File: src/rtl/count_sequencer.sv
// Run controller for a loadable up-counter: preload, prescaled stepping to a
// limit, optional wrap-and-repeat, with start/pause/abort pulse controls.
module count_sequencer #(
  parameter int WIDTH       = 8,
  parameter int PRESC_WIDTH = 16
) (
  input  logic                   clk,
  input  logic                   rst,
  input  logic                   start,
  input  logic                   pause,
  input  logic                   abort,
  input  logic                   wrap_en,
  input  logic [WIDTH-1:0]       preset,
  input  logic [WIDTH-1:0]       limit,
  input  logic [PRESC_WIDTH-1:0] presc,
  input  logic [WIDTH-1:0]       count,
  output logic                   ld,
  output logic                   en,
  output logic [WIDTH-1:0]       v,
  output logic                   busy,
  output logic                   done,
  output logic [7:0]             lap_cnt
);

  typedef enum logic [2:0] {IDLE, LOAD, RUN, PAUSE, DONE} state_t;

  state_t                 state, state_nx;
  logic [PRESC_WIDTH-1:0] psc, psc_nx;
  logic [WIDTH-1:0]       v_nx;
  logic [7:0]             lap_nx;
  logic                   at_lim, tick;

  assign at_lim = (count == limit);
  assign tick   = (psc == presc);

  always_ff @(posedge clk or posedge rst) begin
    if (rst) begin
      state   <= IDLE;
      psc     <= '0;
      v       <= '0;
      lap_cnt <= '0;
    end else begin
      state   <= state_nx;
      psc     <= psc_nx;
      v       <= v_nx;
      lap_cnt <= lap_nx;
    end
  end

  always_comb begin
    state_nx = state;
    psc_nx   = psc;
    v_nx     = v;
    lap_nx   = lap_cnt;
    if (abort) begin
      state_nx = IDLE;
      psc_nx   = '0;
    end else begin
      case (state)
        IDLE: if (start) begin
          state_nx = LOAD;
          v_nx     = preset;
          lap_nx   = '0;
        end
        LOAD: begin
          state_nx = RUN;
          psc_nx   = '0;
        end
        // limit check outranks pause; pause freezes the prescaler phase
        RUN: begin
          if (at_lim)      state_nx = DONE;
          else if (pause)  state_nx = PAUSE;
          else if (tick)   psc_nx   = '0;
          else             psc_nx   = psc + PRESC_WIDTH'(1);
        end
        PAUSE: if (pause) state_nx = RUN;
        DONE: begin
          if (lap_cnt != 8'hFF) lap_nx = lap_cnt + 8'd1;
          if (wrap_en) begin
            state_nx = LOAD;
            v_nx     = preset;
          end else begin
            state_nx = IDLE;
          end
        end
        default: state_nx = IDLE;
      endcase
    end
  end

  assign ld   = (state == LOAD);
  assign done = (state == DONE);
  assign busy = (state != IDLE);
  assign en   = (state == RUN) && tick && !at_lim;

endmodule

File: config.mk
export PLATFORM = sky130hd
export DESIGN_NAME = count_sequencer
export DESIGN_NICKNAME = d
export VERILOG_FILES = /design/src/rtl/count_sequencer.sv
export SDC_FILE = /design/constraint.sdc
export NUM_CORES = 1
export LEC_CHECK = 0
export CAP_MARGIN = 20
export CELL_PAD_IN_SITES_DETAIL_PLACEMENT = 1
export CELL_PAD_IN_SITES_GLOBAL_PLACEMENT = 2
export CORE_ASPECT_RATIO = 1.75
export CORE_UTILIZATION = 30
export CTS_CLUSTER_SIZE = 20
export DETAILED_ROUTE_END_ITERATION = 10
export PLACE_DENSITY_LB_ADDON = 0.15
export SYNTH_ARGS = -nofsm -noshare
export SYNTH_HDL_FRONTEND = slang
export SYNTH_SLANG_ARGS = --single-unit
File: constraint.sdc
create_clock -name clk -period 3.9 [get_ports clk]
set_input_delay 0.78 -clock clk [delete_from_list [all_inputs] [get_ports clk]]
set_output_delay 0.78 -clock clk [all_outputs]
set_load 0.05 [all_outputs]
---- Word-level counts from Yosys, hierarchy flattened ----
Cells that the tools add are included.
cells by class
  add/subtract/negate cells ............... 2
  equality and inequality tests ........... 15
  multiplexer cells ....................... 18
  bitwise operators ....................... 1
  reduce and logical (&&, ||, !) cells .... 11
operators with widths
  kind                   count
  $mux 16                4
  $mux 8                 4
  $pmux 16 s2            1
  $pmux 8 s2             2
  $add 16x1->16 const B  1
  $eq 16x16->1           1
  $mux 3                 5
  $pmux 3 s5             1
  $ne 3x3->1 const B     4
  $add 8x1->8 const B    1
  $eq 8x8->1             1
  $ne 8x8->1 const B     1
  $reduce_and 4->1       2
  $eq 3x2->1 const B     2
  $reduce_and 3->1       2
  $reduce_bool 3->1      2
  $ne 2x2->1 const B     2
  $ne 4x4->1 const B     1
  $eq 3x1->1 const B     1
  $eq 3x3->1 const B     1
  $logic_not 3->1        1
  $logic_and 1x1->1      2
  $ne 2x1->1 const B     1
  $reduce_bool 2->1      1
  other kinds (3)        3
storage, ports and cells
  register bits after elaboration ......... 35
  bits of input ports ..................... 46
  output and inout bits ................... 20
  logic and storage cells ................. 51

---- Depth between registers and ports, before layout ----
  depth in word-level cells ............... 6
  gate-level depth with buffers ........... 9

---- Least setup slack after synthesis ----
No wires, ideal clock.
  kind .................................... input -> output
  from .................................... input port presc[11]
  to ...................................... output port en
  data arrival time ....................... 2655 ps
  data required time ...................... 3120 ps
  slack ................................... 465 ps
  cell stages on the path ................. 4
  buffers on the path ..................... 0
  cell sequence ........................... xnor2_1 nand4_1 nor4_4 nor3b_1
between the ends
  cells in the longest elaborated chain, start to end .. 3
RTL lines
  element                          RTL line  text
  start: declaration               15        input logic [PRESC_WIDTH-1:0] presc,
  $eq 16x16->1                     34        assign tick = (psc == presc);
  $logic_and 1x1->1 (2 in series)  94        assign en = (state == RUN) && tick && !at_lim;
  end: declaration                 18        output logic en,
No other way between the ends.

---- Final worst setup path ----
  from .................................... input port presc[9]
  to ...................................... output port en
Same word-level chain as after synthesis.

==> flow_metrics.py <==
metrics = {
    "status": {
        "status": "completed",
    },
    "placement": {
        "dp_hpwl_um": 4725,
        "gp_congestion": 0.7548,
        "placed_area_um2": 2882,
        "io_buffer_count": 65,
    },
    "cells_and_area": {
        "final_cell_area_um2": 3055,
        "antenna_cells": 0,
        "fin_nets": 336,
        "fillerInstances": 796,
        "fin_util": 0.4424,
        "final-seq-area_um2": 875.8,
        "final_layout_size_suffix_gt1_frac": 0.08304,
        "synthToLayoutAreaGrowth_pct": 42.22,
        "multi_input_area_um2": 1176,
    },
    "setup_path": {
        "crit_required_ns": 3.12,
        "path_cells": "clkdlybuf4s50_1 > xnor2_1 > nand4_1 > nor4_4 > nor3b_1 > buf_12",
        "critical_path_class": "in2out",
        "worstSetupStartpointType": "input pin",
        "slowest_stage": "clkdlybuf4s50_1",
        "ff2ff_path_depth": 6,
        "cpPeakStageDelay_ns": 0.47,
        "worstPathMaxFanout": 2,
        "crit_arrival_ns": 2.54,
        "endpoint_kind": "output port",
    },
    "grt": {
        "grt_use_total": 0.1765,
        "top_usage_layer": "met2",
        "grt_pass1_wl_um": 10080,
        "grt_max_degree": 36,
        "grt.met2_usage": 0.3435,
        "first_global_vias": 2050,
        "grt.overflow.total": 0,
        "antenna_found_initial": 0,
        "gr-usage-met1": 0.1825,
        "use_met3": 0.02800,
    },
    "synth": {
        "ys_types": 48,
        "synth_area_per_cell_um2": 9.634,
        "seq_area_frac_synth": 0.4077,
        "synthArstFlopShare": 1.000,
        "yosysWarnings": 0,
        "synthFlopType": "dfrtp_1",
        "yosys_register_bits": 35,
        "synth_nets": 271,
        "synth_area_leaders": "dfrtp_1, xnor2_1, xor2_1, mux2_1, nand2_1",
        "synth_cells": 223,
        "synth_edf_count": 0,
        "yosysTopAreaCell": "dfrtp_1",
        "yosys.area.top_type_share": 0.4077,
        "synthesis.area_um2": 2148,
    },
    "clocking": {
        "cts_tree": "yes",
        "hold_buffers": 0,
        "clock_sinks": 35,
        "cts_buffer_depth": 2,
        "clk_pin_slew_worst_paths_ns": 0.05,
        "cts_buffers": 5,
        "postCtsSetupBuffers": 0,
        "cts_resized": 0,
        "cts_max_level": 2,
        "worst_skew_pair.late_latency_ns": 0.27,
        "root_buffer": "clkbuf_16",
    },
    "drt": {
        "vias_per_cell": 5.131,
        "wire_per_inst_um": 16.04,
        "drtIter0Drc": 45,
        "routed_wl_um": 5984,
        "drc": 0,
        "firstDrtPassIters": 4,
        "ant_nets": 0,
        "dr_total_vias": 1914,
    },
    "sta": {
        "fin_hold_ws_ns": 0.4864,
        "clock-skew-final_ns": 0.003208,
        "fmax_mhz": 301.2,
        "worstMarginPinSlew_ns": 0.6355,
        "report.final.slew_viol_count": 0,
        "finalSetupTns_ns": 0,
        "setup_violations": 0,
        "rsz0062_at_grt": "false",
        "period_minus_slack_ns": 3.320,
        "finalHoldViolCount": 0,
        "slew_headroom": 0.5724,
        "fin_crit_sh": 0.8514,
    },
    "floorplanning": {
        "initial_utilization": 0.3111,
        "die_w_um": 65.97,
        "coreArea_um2": 6907,
        "fp.dieH_um": 113.9,
        "ios": 66,
        "dieArea_um2": 7517,
        "rows": 40,
    },
    "power": {
        "peakVddDrop_uv": 174.3,
        "power.density_nw_per_um2": 369.0,
        "cellLeakagePower_nw": 1.168,
    },
    "worst_hold_path": {
        "hp-class": "reg2reg",
        "holdPathStages": 1,
    },
    "job": {
        "max_cap_violations": 0,
    },
}
==> cells by family after synthesis <==
family | share of synthesized area
AOI/OAI and AO/OA | 0.1223
xor gates and xnor gates | 0.1223
adders and majority gates | 0.01165
buffers and inverters | 0.04484
DFF | 0.4077
muxes | 0.05650
and+or+nand+nor | 0.2347
==> power breakdown <==
part | internal, W | switching, W | total, W
clock | 0.000318 | 0.000148 | 0.000465
sequential | 0.000386 | 0.0000149 | 0.000401
combinational | 0.000113 | 0.000149 | 0.000261
total | 0.000816 | 0.000311 | 0.00113
==> routing by layer <==
metal	share of wire	routed length (um)
met1	0.35	2096
met2	0.61	3645
met3	0.028	170
met4	0.012	71
met5	0	0
==> state kept, by name, summed over array words and instances, names as in the netlist <==
name,flops
psc,16
lap_cnt,8
v,8
state,3
==> through the flow <==
step | setup slack (ns) | std cells | power, W
2_1_floorplan | 0.4654 | 223 | 0.0005573
4_1_cts | 0.5352 | 373 | 0.001148
6_report | 0.5797 | 373 | 0.001128
3_3_place_gp | 0.6160 | 365 | 0.0006690
5_1_grt | 0.4609 | 373 | 0.001179
3_5_place_dp | 0.5431 | 365 | 0.0006735
==> worst max-delay path: cells and delay by family <==
family / cells / cell delay (ns)
simple gates: 3 / 0.98
buf+inv: 2 / 0.66
xor+xnor: 1 / 0.11
==> layout by cell type, fill, tap and decap left out, types with 2 or more instances in the layout <==
master	instances
a21o_1	2
or3_1	8
o22ai_1	2
nor3_1	5
inv_1	10
a21oi_1	5
or2_1	2
nand4_1	9
xnor2_1	18
nand3_1	10
dfrtp_1	35
o311ai_1	5
nand2_1	23
clkdlybuf4s50_1	64
nor2_1	14
a22oi_1	2
nor4_1	3
xor2_1	12
o21ai_1	6
nor4_2	2
ha_1	2
mux2i_1	2
mux2_1	9
nor3b_1	3
o31ai_1	3
clkbuf_16	5
and2_1	2
buf_4	3
==> area by class of cell <==
type,instances,share of cell area
Clock buffer,6,0.04545
Sequential cell,35,0.2867
Inverter,11,0.01351
Clock inverter,2,0.01147
Multi-Input combinational cell,167,0.3849
Timing Repair Buffer,68,0.2236
Tap cell,84,0.03440
==> cells in the mapped netlist (3+ instances only) <==
cell and n:
mux2_1 9, nor4_1 3, nand2_1 23, o311ai_1 5, o31ai_1 3, o21ai_1 6
nand4_1 9, nor3b_1 3, nand3_1 10, buf_2 5, or3_1 8, xor2_1 12
a21oi_1 5, dfrtp_1 35, inv_1 10, nor3_1 5, xnor2_1 18, nor2_1 14
clkbuf_1 3
==> path summary, 6_finish.rpt <==
kind	endpoint	slack (ns)	from
min in group asynchronous	psc[15]	0.91	rst
worst max register to register	psc[8]	1.35	state[2]
worst min-delay path	v[0]	0.49	v[0]
max in group asynchronous	lap_cnt[6]	2.66	rst
worst min register to register	v[0]	0.49	v[0]
worst max-delay path	en	0.58	presc[9]
Power figures use the tool's default switching activity.
